--- src/rtl/mext_pkg.sv ---
// mext_pkg: shared types and constants for the RV32M execute unit.
//   mext_op_t    - operation code, encoded as the RV32M funct3 field
//   mext_state_t - control FSM states of mext_unit
//   mext_abs     - two's complement magnitude of a 32-bit value
package mext_pkg;

    typedef enum logic [2:0] {
        OP_MUL    = 3'd0,
        OP_MULH   = 3'd1,
        OP_MULHSU = 3'd2,
        OP_MULHU  = 3'd3,
        OP_DIV    = 3'd4,
        OP_DIVU   = 3'd5,
        OP_REM    = 3'd6,
        OP_REMU   = 3'd7
    } mext_op_t;

    typedef enum logic [2:0] {
        ST_IDLE,
        ST_MUL1,
        ST_DIV_KICK,
        ST_DIV_WAIT,
        ST_DONE
    } mext_state_t;

    localparam logic [31:0] MEXT_INT_MIN  = 32'h8000_0000;
    localparam logic [31:0] MEXT_ALL_ONES = 32'hFFFF_FFFF;

    function automatic logic [31:0] mext_abs(input logic [31:0] x);
        return x[31] ? (~x + 32'd1) : x;
    endfunction

endpackage

--- src/rtl/div.sv ---
// div: iterative radix-2 restoring divider, one quotient bit per cycle.
//   clk, reset          - clock, synchronous active-high reset
//   kick                - start a division (taken only while ready=1)
//   unsigned_flag       - 1: operands unsigned, 0: two's complement
//   dividend, divisor   - operands, sampled on the kick edge
//   quotient, remainder - results, valid while ready=1 after a run
//   ready               - idle; drops on the edge after kick, returns 32 edges later
//   ready_pre           - ready will rise on the next edge
module div (
    input  logic        clk,
    input  logic        reset,
    input  logic        kick,
    input  logic        unsigned_flag,
    input  logic [31:0] dividend,
    input  logic [31:0] divisor,
    output logic [31:0] quotient,
    output logic [31:0] remainder,
    output logic        ready,
    output logic        ready_pre
);

    logic        r_busy;
    logic [4:0]  r_cnt;
    logic [31:0] r_quo;
    logic [31:0] r_rem;
    logic [31:0] r_den;
    logic        r_neg_q;
    logic        r_neg_r;

    logic        w_dvd_neg;
    logic        w_dvs_neg;
    logic [32:0] w_shift;
    logic [33:0] w_diff;

    assign w_dvd_neg = !unsigned_flag && dividend[31];
    assign w_dvs_neg = !unsigned_flag && divisor[31];

    // Partial remainder shifted left with the next dividend bit; bit 33 of the
    // difference is the borrow that decides the quotient bit.
    assign w_shift = {r_rem, r_quo[31]};
    assign w_diff  = {1'b0, w_shift} - {2'b00, r_den};

    always_ff @(posedge clk) begin
        if (reset) begin
            r_busy  <= 1'b0;
            r_cnt   <= 5'd0;
            r_quo   <= 32'd0;
            r_rem   <= 32'd0;
            r_den   <= 32'd0;
            r_neg_q <= 1'b0;
            r_neg_r <= 1'b0;
        end else if (kick && !r_busy) begin
            r_busy  <= 1'b1;
            r_cnt   <= 5'd0;
            r_quo   <= w_dvd_neg ? (~dividend + 32'd1) : dividend;
            r_rem   <= 32'd0;
            r_den   <= w_dvs_neg ? (~divisor + 32'd1) : divisor;
            r_neg_q <= w_dvd_neg ^ w_dvs_neg;
            r_neg_r <= w_dvd_neg;
        end else if (r_busy) begin
            r_rem <= w_diff[33] ? w_shift[31:0] : w_diff[31:0];
            r_quo <= {r_quo[30:0], ~w_diff[33]};
            r_cnt <= r_cnt + 5'd1;
            if (r_cnt == 5'd31) begin
                r_busy <= 1'b0;
            end
        end
    end

    assign quotient  = r_neg_q ? (~r_quo + 32'd1) : r_quo;
    assign remainder = r_neg_r ? (~r_rem + 32'd1) : r_rem;
    assign ready     = !r_busy;
    assign ready_pre = r_busy && (r_cnt == 5'd31);

endmodule

--- src/rtl/mext_unit.sv ---
// mext_unit: multi-cycle RV32M execute unit (MUL*/DIV*/REM*), one op in flight.
//   clk, reset                 - clock, synchronous active-high reset
//   in_valid / in_ready        - request handshake; in_ready only in IDLE
//   in_op, in_rs1, in_rs2      - operation and operands
//   in_tag                     - opaque tag returned with the result
//   out_valid / out_ready      - result handshake; result held until taken
//   out_result, out_tag        - registered result and its tag
// Multiplies take MUL1 then DONE; divides run the div core on magnitudes and
// fix the signs here. Divide-by-zero and INT_MIN/-1 bypass the core.
module mext_unit
    import mext_pkg::*;
#(
    parameter int unsigned TAG_W = 5
) (
    input  logic             clk,
    input  logic             reset,
    input  logic             in_valid,
    output logic             in_ready,
    input  mext_op_t         in_op,
    input  logic [31:0]      in_rs1,
    input  logic [31:0]      in_rs2,
    input  logic [TAG_W-1:0] in_tag,
    output logic             out_valid,
    input  logic             out_ready,
    output logic [31:0]      out_result,
    output logic [TAG_W-1:0] out_tag
);

    mext_state_t      r_state;
    mext_op_t         r_op;
    logic [31:0]      r_rs1;
    logic [31:0]      r_rs2;
    logic             r_kick;
    logic             r_out_valid;
    logic [31:0]      r_out_result;
    logic [TAG_W-1:0] r_out_tag;

    logic               w_in_mul;
    logic               w_in_div;
    logic               w_in_sdiv;
    logic               w_sdiv;
    logic signed [32:0] w_mul_a;
    logic signed [32:0] w_mul_b;
    logic signed [63:0] w_prod;
    logic [31:0]        w_div_a;
    logic [31:0]        w_div_b;
    logic [31:0]        w_div_q;
    logic [31:0]        w_div_r;
    logic               w_div_ready;
    logic               w_neg_q;
    logic               w_neg_r;

    assign w_in_mul  = !in_op[2];
    assign w_in_div  = (in_op == OP_DIV) || (in_op == OP_DIVU);
    assign w_in_sdiv = (in_op == OP_DIV) || (in_op == OP_REM);
    assign w_sdiv    = (r_op == OP_DIV) || (r_op == OP_REM);

    // 33-bit operands: the extra bit is the sign for signed sources and 0 otherwise,
    // so one signed multiplier covers all four variants. Only 64 product bits matter.
    assign w_mul_a = {((r_op == OP_MULH) || (r_op == OP_MULHSU)) & r_rs1[31], r_rs1};
    assign w_mul_b = {(r_op == OP_MULH) & r_rs2[31], r_rs2};
    assign w_prod  = 64'(w_mul_a) * 64'(w_mul_b);

    assign w_div_a = w_sdiv ? mext_abs(r_rs1) : r_rs1;
    assign w_div_b = w_sdiv ? mext_abs(r_rs2) : r_rs2;
    assign w_neg_q = w_sdiv && (r_rs1[31] ^ r_rs2[31]);
    assign w_neg_r = w_sdiv && r_rs1[31];

    div u_div (
        .clk          (clk),
        .reset        (reset),
        .kick         (r_kick),
        .unsigned_flag(1'b1),
        .dividend     (w_div_a),
        .divisor      (w_div_b),
        .quotient     (w_div_q),
        .remainder    (w_div_r),
        .ready        (w_div_ready),
        .ready_pre    ()
    );

    always_ff @(posedge clk) begin
        if (reset) begin
            r_state      <= ST_IDLE;
            r_op         <= OP_MUL;
            r_rs1        <= 32'd0;
            r_rs2        <= 32'd0;
            r_kick       <= 1'b0;
            r_out_valid  <= 1'b0;
            r_out_result <= 32'd0;
            r_out_tag    <= '0;
        end else begin
            r_kick <= 1'b0;
            unique case (r_state)
                ST_IDLE: begin
                    if (in_valid) begin
                        r_op      <= in_op;
                        r_rs1     <= in_rs1;
                        r_rs2     <= in_rs2;
                        r_out_tag <= in_tag;
                        if (w_in_mul) begin
                            r_state <= ST_MUL1;
                        end else if (in_rs2 == 32'd0) begin
                            r_out_result <= w_in_div ? MEXT_ALL_ONES : in_rs1;
                            r_out_valid  <= 1'b1;
                            r_state      <= ST_DONE;
                        end else if (w_in_sdiv && (in_rs1 == MEXT_INT_MIN) &&
                                     (in_rs2 == MEXT_ALL_ONES)) begin
                            r_out_result <= (in_op == OP_DIV) ? MEXT_INT_MIN : 32'd0;
                            r_out_valid  <= 1'b1;
                            r_state      <= ST_DONE;
                        end else begin
                            r_kick  <= 1'b1;
                            r_state <= ST_DIV_KICK;
                        end
                    end
                end
                ST_MUL1: begin
                    r_out_result <= (r_op == OP_MUL) ? w_prod[31:0] : w_prod[63:32];
                    r_out_valid  <= 1'b1;
                    r_state      <= ST_DONE;
                end
                // The core samples kick on the edge leaving this state, so its ready
                // is only trustworthy from DIV_WAIT onwards.
                ST_DIV_KICK: begin
                    r_state <= ST_DIV_WAIT;
                end
                ST_DIV_WAIT: begin
                    if (w_div_ready) begin
                        if (r_op[1]) begin
                            r_out_result <= w_neg_r ? (~w_div_r + 32'd1) : w_div_r;
                        end else begin
                            r_out_result <= w_neg_q ? (~w_div_q + 32'd1) : w_div_q;
                        end
                        r_out_valid <= 1'b1;
                        r_state     <= ST_DONE;
                    end
                end
                ST_DONE: begin
                    if (out_ready) begin
                        r_out_valid <= 1'b0;
                        r_state     <= ST_IDLE;
                    end
                end
                default: begin
                    r_state <= ST_IDLE;
                end
            endcase
        end
    end

    assign in_ready   = (r_state == ST_IDLE) && !reset;
    assign out_valid  = r_out_valid;
    assign out_result = r_out_result;
    assign out_tag    = r_out_tag;

endmodule

--- config.mk ---
export PLATFORM = sky130hd
export DESIGN_NAME = mext_unit
export DESIGN_NICKNAME = d
export VERILOG_FILES = /design/src/rtl/mext_pkg.sv /design/src/rtl/div.sv /design/src/rtl/mext_unit.sv
export SDC_FILE = /design/constraint.sdc
export NUM_CORES = 2
export LEC_CHECK = 0
export ABC_AREA = 1
export ABC_CLOCK_PERIOD_IN_PS = 7600
export BUFFER_PORTS_ARGS = -buffer_cell sky130_fd_sc_hd__clkbuf_2
export CORE_ASPECT_RATIO = 1.75
export CORE_MARGIN = 4
export CORE_UTILIZATION = 60
export CTS_BUF_LIST = sky130_fd_sc_hd__clkbuf_8
export CTS_CLUSTER_DIAMETER = 30
export CTS_CLUSTER_SIZE = 12
export DETAILED_ROUTE_END_ITERATION = 10
export PLACE_DENSITY = 0.86
export SYNTH_ARGS = -nofsm -noshare
export SYNTH_HDL_FRONTEND = slang
export SYNTH_SLANG_ARGS = --single-unit
--- constraint.sdc ---
create_clock -name clk -period 7.6 [get_ports clk]
set_input_delay 1.14 -clock clk [delete_from_list [all_inputs] [get_ports clk]]
set_output_delay 1.14 -clock clk [all_outputs]
set_load 0.01 [all_outputs]
==> results.toml <==
[routing]
wirelength_um = 216500
postRouteAntennaNets = 0
wire_per_inst_um = 24.46
viasPerCell = 6.005
vias = 53140
drt-initial-drc-count = 5621
drc = 0
drtPass1Iterations = 7

[clock_network]
cts_sinks = 211
clock_path_buffers = 3
clock_latency_ns = 0.70
htree_levels = 1
cts_buffers = 31
root_buffer = "clkbuf_8"
tritoncts = "yes"
clk_pin_slew_ns = 0.09
cts.hold.buffers_added = 0

[worst_setup_path]
critPathMaxFanout = 8
slowest_delay_ns = 0.71
path_common_cell = "fa_1"
worst_setup_path_end_kind = "register"
critPathSlowestCell = "fa_1"
crit_type = "register to register"
required_ns = 8.23
cp.arrival_ns = 8.47
startpoint_type = "register"

[logic_synthesis]
synthesis.instances = 7343
syn-cell-area_um2 = 54380
synthArstFlopShare_pct = 0
synthTopCellsByCount = "inv_1 (1858), nand2_1 (1648), fa_1 (1126), nor2_1 (414), a21oi_1 (387)"
avgSynthCellArea_um2 = 7.406
synth.distinct_cells = 56
seq_area_frac_synth_pct = 7.767
syn-num-nets = 8796
yosys_warnings = 0
synth_top_area_share_pct = 41.45
synth_ff_type = "dfxtp_1"
yosysMostFrequentCell = "inv_1"
yosysTopAreaCell = "fa_1"
synth_seq_cells = 211
synth_edf_count = 0
synthTopCellsByArea = "fa_1 (41%), inv_1 (13%), nand2_1 (11%)"

[global_route]
grt_start_max_net_pins = 76
grt_use_met3_pct = 8.827
grt_pass1_wl_um = 314700
grtUsageMet1_pct = 42.89
grt_usage_pct = 43.40
grt_overflow = 0
grt_pass1_vias = 56560
busiest_layer = "met2"
grt_use_met2_pct = 75.61
grt_antenna_before_repair = 8

[sta]
slew_headroom_pct = 40.65
finalSetupViolations = 21
fmax_ghz = 0.1275
period_needed_ns = 7.844
grt_setup_unrepaired = "yes"
fin_crit_sh_pct = 103.2
layout_setup_ws_ns = -0.2436
hold_viol_final = 0
skew_ns = 0.04458
worst_slew_pin_slew_ns = 0.8902
drv_slew = 0

[hold_path]
min_path_type = "register to register"

[floorplanning]
core_um2 = 89620
die_area_um2 = 95710
rows = 145
initial_core_util_pct = 60.68
die_w_um = 235.6
die_y_um = 406.3
io_pins = 115

[finish]
design_area_um2 = 61710
num-fill-cells = 7122
nets = 9100
fin_util_pct = 68.86
areaGrowthSynthToFinish_pct = 13.48
final_cells = 8850
drive_above_1_share_pct = 13.51

[placement]
gp_congestion = 1.098
portBuffers = 114
dpl.cell_count = 8764
dp_hpwl_um = 170200
place_area_um2 = 59620

[run_status]
violations = "setup timing"
status = "complete, but fails checks"

[job]
cap_violations = 0
-- registers in the layout (all words and copies together), names as in the netlist, 5 cells and up --
| name | cells |
|---|---|
| out_tag | 5 |
| out_result | 32 |
| u_div.r_cnt | 5 |
| u_div.r_rem | 32 |
| u_div.r_quo | 32 |
| r_rs1 | 32 |
| u_div.r_den | 32 |
| r_rs2 | 32 |
-- per-layer routing --
layer  share of wire, %  vias up  wire [um]
li1                   -    22340          -
met1                 29    25270      63280
met2                 48     3826     103400
met3                9.9     1699      21520
met4                 13        4      28320
met5              0.016        -         34
-- kinds of logic (layout without fill, tap and decap cells) --
kind of cell | after synthesis | count (layout) | synth area share, %
compound gates | 899 | 899 | 8.920
xor+xnor | 48 | 48 | 0.7730
fa+ha+maj | 1377 | 1377 | 47.22
buf+inv | 2244 | 2570 | 15.67
flops | 211 | 211 | 7.767
other cells | 0 | 5 | 0
simple gates | 2564 | 2564 | 19.65
-- layout make-up --
class / instances / area (um2) / area share [%]
multi-input combinational: 4888 / 42750 / 69.27
inverter: 1873 / 7053 / 11.43
timing repair buffer: 642 / 5548 / 8.990
sequential: 211 / 4250 / 6.887
tap: 1176 / 1471 / 2.384
clock buffer: 32 / 440.4 / 0.7136
clock inverter: 23 / 190.2 / 0.3082
antenna: 5 / 12.51 / 0.02027
-- worst max-delay path: cells and delay by family (launching register included) --
| kind | cells | cell delay [ns] |
|---|---|---|
| flops | 1 | 0.38 |
| compound gates | 3 | 0.31 |
| fa+ha+maj | 9 | 4.51 |
| simple gates | 11 | 1.44 |
| buf+inv | 10 | 1.13 |
-- worst paths after layout --
| path | from | to | slack (ns) | depth (start not counted) |
|---|---|---|---|---|
| max | r_op[0] | out_result[23] | -0.24 | 33 |
| max reg2reg | r_op[0] | out_result[23] | -0.24 | 33 |
| min | u_div.r_den[28] | u_div.r_den[28] | 0.46 | 2 |
| min reg2reg | u_div.r_den[28] | u_div.r_den[28] | 0.46 | 2 |
-- placed cells by master, fill, tap and decap left out, types with 22 or more instances in the layout --
cell type	netlist	layout
inv_1	1858	1826
nand2_1	1648	1619
fa_1	1126	1112
buf_4	3	439
a21oi_1	387	354
nor2_1	414	346
o21ai_0	349	321
nand3_1	272	253
ha_1	251	225
dfxtp_1	211	200
clkbuf_2	3	114
buf_12	0	72
nand4_1	54	54
nor2_2	8	53
nor3_1	56	51
inv_2	11	41
o21ai_1	23	40
nand2_2	13	38
a21oi_2	3	34
nor4_1	35	32
clkbuf_8	0	32
a22oi_1	30	30
nor2_4	6	29
xnor2_1	25	25
xor2_1	23	23
nand3_2	6	22
ha_4	0	22
-- per-stage QoR --
stage	hold slack (ns)	TNS [ns]	worst slack [ns]
6_report	0.4615	-2.292	-0.2436
5_1_grt	0.4874	-8.181	-0.4585
2_1_floorplan	0.4259	0	0.003766
4_1_cts	0.4638	-0.007303	-0.007303
3_3_place_gp	0.4453	-1.203	-0.2163
3_5_place_dp	0.4523	-3.462	-0.4358
-- timing repair --
item / 4_1_cts / 5_1_grt
buffers inserted: 4 / 20
gates cloned: 0 / 3
resized for setup: 94 / 244
pin swaps: 21 / 85
endpoints found under the setup margin: 29 / 32
Power is not shown: default switching activity piles up to over one toggle a cycle in this logic, so the estimate is an artifact.
